$ cat src/rtl/dino_game_pkg.sv
// Shared types and default constants for the dino runner game sequencer.
package dino_game_pkg;

  // Width of every coordinate bus driven to the VGA controller.
  localparam int COORD_W = 32;

  // Default playfield geometry and motion constants.
  localparam int DINO_X_DEFAULT       = 100;
  localparam int GROUND_Y_DEFAULT     = 400;
  localparam int JUMP_HEIGHT_DEFAULT  = 96;
  localparam int JUMP_STEP_DEFAULT    = 8;
  localparam int OBST_START_X_DEFAULT = 640;
  localparam int OBST_SPEED_DEFAULT   = 4;

  // Game FSM states; the encoding is visible on the state output port.
  typedef enum logic [2:0] {
    ST_IDLE = 3'd0,
    ST_RUN  = 3'd1,
    ST_RISE = 3'd2,
    ST_FALL = 3'd3,
    ST_OVER = 3'd4
  } game_state_e;

endpackage

$ cat src/rtl/button_edge_sync.sv
// Two-flop synchroniser followed by a rising-edge detector. A held input
// yields exactly one single-cycle pulse.
module button_edge_sync (
  input  logic clk,
  input  logic reset,
  input  logic level,
  output logic rise
);

  logic meta_reg;
  logic sync_reg;
  logic sync_q_reg;

  // Resynchronise the raw input and keep one cycle of history for edge detection.
  always_ff @(posedge clk or posedge reset) begin
    if (reset) begin
      meta_reg   <= 1'b0;
      sync_reg   <= 1'b0;
      sync_q_reg <= 1'b0;
    end else begin
      meta_reg   <= level;
      sync_reg   <= meta_reg;
      sync_q_reg <= sync_reg;
    end
  end

  assign rise = sync_reg & ~sync_q_reg;

endmodule

$ cat src/rtl/dino_game_sequencer.sv
// Dino runner game sequencer: advances dino jump and obstacle scroll once per
// displayed frame, tracks score and detects game over.
module dino_game_sequencer
  import dino_game_pkg::*;
#(
  parameter int DINO_X       = DINO_X_DEFAULT,
  parameter int GROUND_Y     = GROUND_Y_DEFAULT,
  parameter int JUMP_HEIGHT  = JUMP_HEIGHT_DEFAULT,
  parameter int JUMP_STEP    = JUMP_STEP_DEFAULT,
  parameter int OBST_START_X = OBST_START_X_DEFAULT,
  parameter int OBST_SPEED   = OBST_SPEED_DEFAULT,
  parameter int SCORE_W      = 20
) (
  input  logic               clk,
  input  logic               reset,
  input  logic               button_press,
  input  logic               screen_ready,
  input  logic               collision_detected,
  output logic [COORD_W-1:0] x_coor,
  output logic [COORD_W-1:0] y_coor,
  output logic [COORD_W-1:0] x_coor_obstacle,
  output logic [COORD_W-1:0] y_coor_obstacle,
  output logic [SCORE_W-1:0] score,
  output logic               game_over,
  output logic [2:0]         state
);

  localparam logic [COORD_W-1:0] GROUND_C  = COORD_W'(GROUND_Y);
  localparam logic [COORD_W-1:0] HEIGHT_C  = COORD_W'(JUMP_HEIGHT);
  localparam logic [COORD_W-1:0] STEP_C    = COORD_W'(JUMP_STEP);
  localparam logic [COORD_W-1:0] START_C   = COORD_W'(OBST_START_X);
  localparam logic [COORD_W-1:0] SPEED_C   = COORD_W'(OBST_SPEED);
  localparam logic [SCORE_W-1:0] SCORE_MAX = {SCORE_W{1'b1}};

  logic btn_edge;
  logic tick;

  game_state_e        state_reg, state_next;
  logic [COORD_W-1:0] jump_ofs_reg, jump_ofs_next;
  logic [COORD_W-1:0] y_reg, y_next;
  logic [COORD_W-1:0] obst_x_reg, obst_x_next;
  logic [SCORE_W-1:0] score_reg, score_next;
  logic               game_over_reg, game_over_next;
  logic               screen_ready_q_reg;

  button_edge_sync u_button_sync (
    .clk   (clk),
    .reset (reset),
    .level (button_press),
    .rise  (btn_edge)
  );

  // One tick per rising edge of the frame-ready level.
  assign tick = screen_ready & ~screen_ready_q_reg;

  // State and datapath registers; y is kept registered alongside jump_ofs.
  always_ff @(posedge clk or posedge reset) begin
    if (reset) begin
      state_reg          <= ST_IDLE;
      jump_ofs_reg       <= '0;
      y_reg              <= GROUND_C;
      obst_x_reg         <= START_C;
      score_reg          <= '0;
      game_over_reg      <= 1'b0;
      screen_ready_q_reg <= 1'b0;
    end else begin
      state_reg          <= state_next;
      jump_ofs_reg       <= jump_ofs_next;
      y_reg              <= y_next;
      obst_x_reg         <= obst_x_next;
      score_reg          <= score_next;
      game_over_reg      <= game_over_next;
      screen_ready_q_reg <= screen_ready;
    end
  end

  // Next-state and next-datapath logic; collision pre-empts tick and button.
  always_comb begin
    state_next     = state_reg;
    jump_ofs_next  = jump_ofs_reg;
    obst_x_next    = obst_x_reg;
    score_next     = score_reg;
    game_over_next = game_over_reg;

    case (state_reg)
      ST_IDLE: begin
        if (btn_edge) state_next = ST_RUN;
      end

      ST_RUN, ST_RISE, ST_FALL: begin
        if (collision_detected) begin
          state_next     = ST_OVER;
          game_over_next = 1'b1;
        end else begin
          if (tick) begin
            if (obst_x_reg < SPEED_C) begin
              obst_x_next = START_C;
              if (score_reg != SCORE_MAX) score_next = score_reg + SCORE_W'(1);
            end else begin
              obst_x_next = obst_x_reg - SPEED_C;
            end
          end

          if (state_reg == ST_RUN) begin
            if (btn_edge) state_next = ST_RISE;
          end else if (state_reg == ST_RISE) begin
            if (tick) begin
              jump_ofs_next = jump_ofs_reg + STEP_C;
              if (jump_ofs_next == HEIGHT_C) state_next = ST_FALL;
            end
          end else begin
            if (tick) begin
              jump_ofs_next = jump_ofs_reg - STEP_C;
              if (jump_ofs_next == '0) state_next = ST_RUN;
            end
          end
        end
      end

      ST_OVER: begin
        if (btn_edge) begin
          state_next     = ST_IDLE;
          jump_ofs_next  = '0;
          obst_x_next    = START_C;
          score_next     = '0;
          game_over_next = 1'b0;
        end
      end

      default: begin
        state_next = ST_IDLE;
      end
    endcase

    y_next = GROUND_C - jump_ofs_next;
  end

  assign x_coor          = COORD_W'(DINO_X);
  assign y_coor          = y_reg;
  assign x_coor_obstacle = obst_x_reg;
  assign y_coor_obstacle = GROUND_C;
  assign score           = score_reg;
  assign game_over       = game_over_reg;
  assign state           = state_reg;

endmodule

$ cat config.mk
export PLATFORM = sky130hd
export DESIGN_NAME = dino_game_sequencer
export DESIGN_NICKNAME = d
export VERILOG_FILES = /design/src/rtl/dino_game_pkg.sv /design/src/rtl/button_edge_sync.sv /design/src/rtl/dino_game_sequencer.sv
export SDC_FILE = /design/constraint.sdc
export NUM_CORES = 1
export LEC_CHECK = 0
export CORE_ASPECT_RATIO = 0.8
export CORE_MARGIN = 8
export CORE_UTILIZATION = 57
export DETAILED_ROUTE_END_ITERATION = 10
export PLACE_DENSITY = 0.95
export RECOVER_POWER = 25
export SYNTH_ARGS = -nofsm -noshare
export SYNTH_HDL_FRONTEND = slang
export SYNTH_SLANG_ARGS = --single-unit
$ cat constraint.sdc
create_clock -name clk -period 8.15 [get_ports clk]
set_clock_uncertainty 0.05 [all_clocks]
set_input_delay 2.0375 -clock clk [delete_from_list [all_inputs] [get_ports clk]]
set_output_delay 2.0375 -clock clk [all_outputs]
set_load 0.01 [all_outputs]
Word level (Yosys, flattened, before mapping)
Index checks and enable logic that the tools add are counted.

Register bits after elaboration: 124. Bits of input ports: 5. Output and inout port bits: 152. Word-level logic and storage cells: 77.

$add $sub $neg: 5. Order comparisons: 1. Equal/unequal tests: 17. Muxes and demuxes: 32. Bitwise logic cells: 4. Reductions and logical operators: 8.

Operator list (count): 32-bit two-way mux (10); 32-bit one-hot mux with 2 select lines (2); 20-bit two-way mux (5); 20-bit one-hot mux with 2 select lines (1); 32-bit by 4-bit adder with 32-bit output, second input constant (1); 32-bit by 7-bit equality test with 1-bit output, second input constant (1); 32-bit zero test (1); 32-bit by 3-bit less-than comparator with 1-bit output, second input constant (1); 32-bit by 3-bit subtractor with 32-bit output, second input constant (1); 32-bit by 4-bit subtractor with 32-bit output, second input constant (1); 9-bit by 32-bit subtractor with 32-bit output, first input constant (1); 3-bit two-way mux (10); 20-bit by 1-bit adder with 20-bit output, second input constant (1); 20-bit inequality test, second input constant (1); 2-bit inequality test, second input constant (7); 6-bit AND reduction (2); 5-bit inequality test, second input constant (2); 3-bit one-hot mux with 3 select lines (1); 4-bit inequality test, second input constant (2); 3-bit by 2-bit equality test with 1-bit output, second input constant (2); 4-bit AND reduction (1); 3-bit by 1-bit equality test with 1-bit output, second input constant (1); 3-bit equality test, second input constant (1); 3-bit zero test (1); other kinds (7) (10).

Longest topological paths before layout
Gate-level depths: netlist (run 1).

Depth in word-level cells: 8. Mapped depth: 14. Depth with buffers taken out: 12.

Modules after synthesis
Synthesis (run 1) repeated with hierarchy kept, for this count alone.

Cell total of the unflattened synthesis: 975. Area total of the unflattened synthesis: 8154.1 um^2.

Modules (own cells, without submodules): dino_game_sequencer (times used 1, cells an instance 970, area each 8061.5 um^2, sequential area each 2959.1 um^2); button_edge_sync (times used 1, cells an instance 5, area each 92.6 um^2, sequential area each 75.1 um^2).

Worst setup path after synthesis (run 1)
Ideal clock, no wire load.

Path type: input port to flip-flop. Start point: input port collision_detected. End point: register y_reg[24] (netlist: y_coor[24]). Setup time: 0.136 ns. Arrival: 4.584 ns. Data required time: 7.964 ns. Setup slack: 3.380 ns. Cell stages on the path: 10. Buffers on the path: 1. Cell sequence: clkbuf_1 nand4bb_1 o22ai_2 nand2_1 o32ai_1 nand4bb_1 or4_1 nor2_1 nand3b_1 xor2_1.

Longest elaborated chain between the ends: 3.

Ends and longest elaborated chain: start: declaration (RTL line dino_game_sequencer.sv:18) `input logic collision_detected,`; 32-bit two-way mux (RTL line dino_game_sequencer.sv:91) `if (collision_detected) begin`; 32-bit one-hot mux with 2 select lines (RTL line dino_game_sequencer.sv:85) `case (state_reg)`; 9-bit by 32-bit subtractor with 32-bit output (RTL line dino_game_sequencer.sv:135) `y_next = GROUND_C - jump_ofs_next;`; net y_next[24] (RTL line dino_game_sequencer.sv:40) `logic [COORD_W-1:0] y_reg, y_next;`; end signal: assignment (RTL line dino_game_sequencer.sv:69) `y_reg <= y_next;`; end: declaration (RTL line dino_game_sequencer.sv:40).

The timed path passes the listed nets, and every way through them passes these cells. A chain may end at the register's enable or synchronous reset.

Final worst setup path (run 1)
Ends and elaborated chain as after synthesis.

==> results.yml, run 1 <==
critical_path:
  required_ns: 8.39
  critical-path-max-stage-delay_ns: 0.78
  cpMaxStageDelayCell: "o22ai_2"
  ff2ff_setup_slack_ns: 3.60
  arrival_ns: 6.17
  rr_worst_depth: 9
  crit_path_cell_trace: "dlygate4sd3_1, nand4bb_1, o22ai_2, nand2_1, o32ai_1, nand4bb_1, or4_1, nor2_1, nand3b_1, xor2_1"
  endpoint_kind: "flop"
  cpMostUsedCell: "nand4bb_1"
  path_class: "in -> reg"
  start_kind: "input pin"
  cp_max_fo: 17
yosys:
  ys_seq_area_share_pct: 36.9
  syn_area_um2: 8230
  synth_compound_area_share_pct: 14.1
  post-synth-top-count-cell: "dfrtp_1"
  synth_edf_count: 0
  synth.top_cell.area_share_pct: 35.3
  synth-simple-area-share_pct: 28.8
  yosys.cell_types.count: 79
  synth_fa_ha_area_share_pct: 0.760
  postSynthCellCount: 974
  yosys.area.top_type: "dfrtp_1"
  synth_top_cells_by_area: "dfrtp_1 (35%), buf_4 (6.1%), xnor2_1 (5.3%)"
  async_flop_share_pct: 100
  synth-xor-area-share_pct: 8.41
  yosys_warnings: 0
  ys_ff_latch: 121
  synth_flop_cell: "dfrtp_1"
  synth.mux.area_fraction_pct: 0.867
  synthTopCellsByCount: "dfrtp_1 (116), nor2_1 (88), nand2_1 (75), buf_4 (67), clkbuf_1 (51)"
  synth_top_family_by_area: "simple AND/OR/NAND/NOR gates"
  syn_avg_cell_area_um2: 8.45
clock_tree:
  cts_sinks: 121
  clk_pin_slew_worst_paths_ns: 0.05
  insertion_delay_ns: 0.43
  cts_tree: "yes"
  cts_root_buffer: "clkbuf_16"
  htree_num_levels: 4
  cts_setup_buffers: 0
  cts_hold_buffers: 0
  clockBufferDepth: 2
  cts_inserted_buffers: 17
  post_cts_resized: 0
timing:
  fmax_mhz: 169
  fin_crit_sh_pct: 72.8
  tightest_slew_ns: 2.35
  hold_slack_ns: 0.328
  hold_viol_final: 0
  tns_ns: 0
  slew_headroom_pct: -57.2
  final_max_slew_viol_count: 53
  fin_crit_ns: 5.93
  rsz0062_at_grt: "false"
  setup_ws_ns: 2.22
  finalSetupViolations: 0
floorplan:
  core_area_um2: 14200
  io_pins: 157
  start_util_pct: 57.9
  die_h_um: 123
  rows: 39
  die_w_um: 150
  dieArea_um2: 18600
place:
  io_buffers: 90
  dpl.cell_count: 1193
  pre_cts_ws_ns: 1.94
  dpl-instance-area_um2: 8940
  gp_congestion: 1.02
  dp_hpwl_um: 17900
detailed_routing:
  wl_per_cell_um: 20.8
  ant_nets: 0
  wl_met2_um: 11200
  post-route-drc-count: 0
  drt-vias-per-instance: 6.42
  routed_wl_um: 25400
  vias: 7866
  first_pass_iters: 7
  drt_iter0_drc: 1002
  routed-wl-met3_um: 3270
  dr.max_layer_used: "met5"
  met1_length_um: 10400
final_layout:
  areaGrowthSynthToFinish_pct: 15.6
  final_nets: 1038
  instances_no_fill: 1225
  drive_above_1_share_pct: 6.53
  fin_util_pct: 67.0
  largest_reg_flops: 32
  diodes: 0
  final_area_um2: 9510
  nFillCells: 1096
global_route:
  grt-ovfl-total: 0
  grt_start_max_net_pins: 71
  antenna_found_initial: 1
  grt_pass1_wl_um: 39500
  grt_use_total_pct: 27.1
  grt_pass1_vias: 7339
pwr:
  switching_share_pct: 40.1
  seq_power_share_pct: 34.0
  p_total_mw: 2.73
  clkPwrFrac_pct: 27.0
  power_leakage_nw: 3.87
  switchingPower_mw: 1.10
  combPwrFrac_pct: 39.0
  p_int_mw: 1.64
  power_density_nw_per_um2: 287
  ir_drop_uv: 267
status:
  status: "finished, violations left"
  violations: "max-capacitance violations, max-slew violations"
worst_hold_path:
  min_path_cells: 0
  hold_class: "reg -> reg"
job:
  cap_viol_max_count: 1
==> logic make-up after synthesis <==
group	Yosys count
AO/OA/AOI/OAI	174
XOR/XNOR	79
adder cells (fa/ha/maj)	5
buffers and inverters	152
flip-flops	121
multiplexers	7
other	2
AND/OR/NAND/NOR	434
==> final cells by class <==
| class | instances | area (um2) | area share [%] |
|---|---|---|---|
| Clock buffer | 26 | 509 | 5.35 |
| Sequential cell | 121 | 3030 | 31.9 |
| Timing Repair Buffer | 97 | 953 | 10.0 |
| Tap cell | 184 | 230 | 2.42 |
| Multi-Input combinational cell | 765 | 4620 | 48.6 |
| Clock inverter | 6 | 67.6 | 0.710 |
| Inverter | 26 | 98.8 | 1.04 |
==> routing by layer <==
layer / up-vias / global-route usage [%]
li1: 3499 / -
met1: 3736 / 36.5
met2: 557 / 40.6
met3: 72 / 8.63
met4: 2 / 8.79
met5: - / 0
==> layout by cell type, fill, tap and decap left out, types with 6 or more instances in the layout <==
cell,count
a21oi_1,32
a31oi_1,6
and2_1,18
and3_1,19
and4_1,10
buf_4,7
clkbuf_16,17
clkdlybuf4s50_1,66
conb_1,66
dfrtp_1,116
dlygate4sd3_1,24
inv_1,22
mux2i_1,6
nand2_1,75
nand2b_1,7
nand3_1,39
nand4_1,32
nor2_1,87
nor3_1,36
nor4_1,26
o211ai_1,7
o21a_1,7
o21ai_0,47
o22ai_1,8
or2_2,6
or3_1,21
or4_1,23
xnor2_1,50
xor2_1,29
==> path summary, 6_finish.rpt <==
check | endpoint | start
setup reg to reg | y_coor[24]$_DFF_PP0_ | state[2]$_DFFE_PP0P_
hold / removal | u_button_sync.sync_reg$_DFF_PP0_ | u_button_sync.meta_reg$_DFF_PP0_
setup / recovery | y_coor[24]$_DFF_PP0_ | collision_detected
max in group asynchronous | score[10]$_DFFE_PP0P_ | reset
hold reg to reg | u_button_sync.sync_reg$_DFF_PP0_ | u_button_sync.meta_reg$_DFF_PP0_
min in group asynchronous | y_coor[24]$_DFF_PP0_ | reset
==> critical path: cells and delay by family <==
kind / cells / cell delay, ns
AO/OA/AOI/OAI: 2 / 1.39
XOR/XNOR: 1 / 0.16
buffers and inverters: 1 / 0.67
AND/OR/NAND/NOR: 6 / 1.89
==> power by group through the flow <==
stage	combinational (mW)	clock, mW	sequential (mW)
floorplan	0.688	0	0.878
global placement	1.03	0	0.921
detailed placement	1.04	0	0.927
CTS	1.06	0.740	0.922
global route	1.16	0.767	0.948
finish	1.07	0.738	0.929
Power figures use the tool's default switching activity.
==> inputs of run 2 (changes only) <==
CORE_UTILIZATION = 48   (was 57)
PLACE_DENSITY = 0.88   (was 0.95)
clock period = 4.9 ns   (was 8.15 ns; I/O delays follow)
==> run 2 against run 1 <==
  * The run still ends with max-capacitance violations, max-slew violations left
  * Critical endpoint unchanged
  * Global-route usage decreased by 4.0 points
  * Sequential share of layout area decreased by 0.72 points
  * Sequential power increased by 66%
  * Worst hold slack got worse by 0.027 ns
  * Die area increased by 16%
  * First-iteration DRC count decreased by 1.8%
  * Critical path depth increased by 1
  * Clock power increased by 87%
  * Power increased by 73%
  * Via count decreased by 0.17%
==> results.yml, run 2 (same netlist as run 1, synthesis figures left out) <==
status:
  status: "finished, violations left"
  violations: "max-capacitance violations, max-slew violations"
critical_path:
  cpMaxStageDelayCell: "nor4bb_1"
  crit_path_cell_trace: "clkdlybuf4s50_1, clkbuf_1, nor4bb_1, nand2_1, o21a_1, a31o_2, a311oi_1, nand2b_1, nor2_1, nand3b_1, xor2_1"
  required_ns: 5.18
  arrival_ns: 4.65
  critPathTopFamily: "simple AND/OR/NAND/NOR gates"
  path_buf_inv: 2
  path_class: "in -> reg"
  start_kind: "input pin"
  critical-path-max-stage-delay_ns: 0.46
  cp_max_fo: 15
  endpoint_kind: "flop"
timing:
  tightest_slew_ns: 2.18
  hold_slack_ns: 0.302
  finalSetupViolations: 0
  fin_crit_ns: 4.37
  hold_viol_final: 0
  setup_ws_ns: 0.530
  tns_ns: 0
  slew_headroom_pct: -46.4
  final_max_slew_viol_count: 47
  fmax_mhz: 229
  fin_crit_sh_pct: 89.2
  rsz0062_at_grt: "false"
place:
  io_buffers: 90
  gp_congestion: 1.02
  pre_cts_ws_ns: 0.242
  dp_hpwl_um: 17900
floorplan:
  io_pins: 157
  start_util_pct: 49.4
  core_area_um2: 16700
  dieArea_um2: 21600
  die_h_um: 133
  die_w_um: 162
  rows: 42
clock_tree:
  clk_pin_slew_worst_paths_ns: 0.05
  cts_root_buffer: "clkbuf_16"
  post_cts_resized: 0
  cts_hold_buffers: 0
  cts_sinks: 121
  cts_setup_buffers: 0
  cts_inserted_buffers: 17
  htree_num_levels: 4
  cts_tree: "yes"
  insertion_delay_ns: 0.42
  clockBufferDepth: 2
final_layout:
  areaGrowthSynthToFinish_pct: 18.3
  diodes: 0
  drive_above_1_share_pct: 7.48
  final_nets: 1053
  largest_reg_flops: 32
  mostFrequentLayoutCell: "dfrtp_1"
  layout_common_cells: "dfrtp_1 (116), nor2_1 (88), clkdlybuf4s50_1 (87)"
detailed_routing:
  drt-vias-per-instance: 6.15
  routed-wl-met3_um: 3060
  first_pass_iters: 8
  wl_met2_um: 11400
  ant_nets: 0
  routed_wl_um: 25300
  vias: 7853
  wl_per_cell_um: 19.8
  post-route-drc-count: 0
  met1_length_um: 10100
  dr.max_layer_used: "met5"
  drt_iter0_drc: 984
job:
  cap_viol_max_count: 1
pwr:
  ir_drop_uv: 364
  power_leakage_nw: 4.01
  power_density_nw_per_um2: 485
global_route:
  grt-ovfl-total: 0
  antenna_found_initial: 1
  grt_start_max_net_pins: 76
  grt_pass1_vias: 7572
  grt_pass1_wl_um: 40600
  grt_use_total_pct: 23.1
worst_hold_path:
  hold_class: "reg -> reg"
run 2: cell types whose count changed in the layout (fill, tap and decap cells not counted), moves of 2 or more:
cell	change
buf_4	+13
bufinv_16	+4
clkbuf_1	+3
clkbuf_8	-3
clkdlybuf4s50_1	+21
clkinvlp_4	-2
dlygate4sd3_1	-21
run 2: layout make-up:
cell class | instances | area, um2
fillers | 1407 | 6930
multi-input cells | 765 | 4610
flip-flops and latches | 121 | 3030
repair buffers | 112 | 1070
clock buffers | 25 | 475
well taps | 220 | 275
clock inverters | 7 | 164
inverters | 26 | 98.8
run 2: path summary, 6_finish.rpt:
| check | startpoint | end | slack [ns] | depth (start not counted) |
|---|---|---|---|---|
| setup / recovery | collision_detected | y_coor[24]$_DFF_PP0_ | 0.53 | 11 |
| hold / removal | u_button_sync.meta_reg$_DFF_PP0_ | u_button_sync.sync_reg$_DFF_PP0_ | 0.30 | 0 |
| setup reg to reg | jump_ofs_reg[3]$_DFF_PP0_ | y_coor[24]$_DFF_PP0_ | 0.85 | 11 |
| hold reg to reg | u_button_sync.meta_reg$_DFF_PP0_ | u_button_sync.sync_reg$_DFF_PP0_ | 0.30 | 0 |
| max in group asynchronous | reset | y_coor[4]$_DFF_PP1_ | 1.83 | 3 |
| min in group asynchronous | reset | jump_ofs_reg[24]$_DFF_PP0_ | 1.80 | 2 |
run 2: report_power, final:
| part | leakage, nW | internal, mW | total [mW] | switching (mW) |
|---|---|---|---|---|
| registers | 1.51 | 1.21 | 1.54 | 0.322 |
| clock network | 0.310 | 0.930 | 1.38 | 0.453 |
| logic | 2.19 | 0.786 | 1.80 | 1.02 |
run 2: worst register-to-register path, stage by stage, from the launching register on:
cell and delay, ns:
dfrtp_1 0.50, inv_1 0.17, ha_1 0.30, nor3b_1 0.36, nand4_1 0.39, or4_1 0.55
a31oi_1 0.18, o21ba_2 0.22, or4_1 0.55, nor2_1 0.33, nand3b_1 0.13, xor2_1 0.17
run 2: routing by layer:
| metal | vias to the layer above | track usage (%) |
|---|---|---|
| met3 | 85 | 7.27 |
| li1 | 3521 | - |
| met5 | - | 0 |
| met2 | 506 | 35.5 |
| met4 | 2 | 8.57 |
| met1 | 3739 | 29.8 |
run 2: per-stage QoR:
step / std cells / power, mW / utilization (%) / instance area [um2]
finish: 1276 / 4.72 / 58.4 / 9730
CTS: 1276 / 4.70 / 58.5 / 9740
global route: 1276 / 4.96 / 58.4 / 9730
detailed placement: 1244 / 3.29 / 54.6 / 9100
global placement: 1244 / 3.26 / 54.6 / 9100
floorplan: 1038 / 2.60 / - / 8470
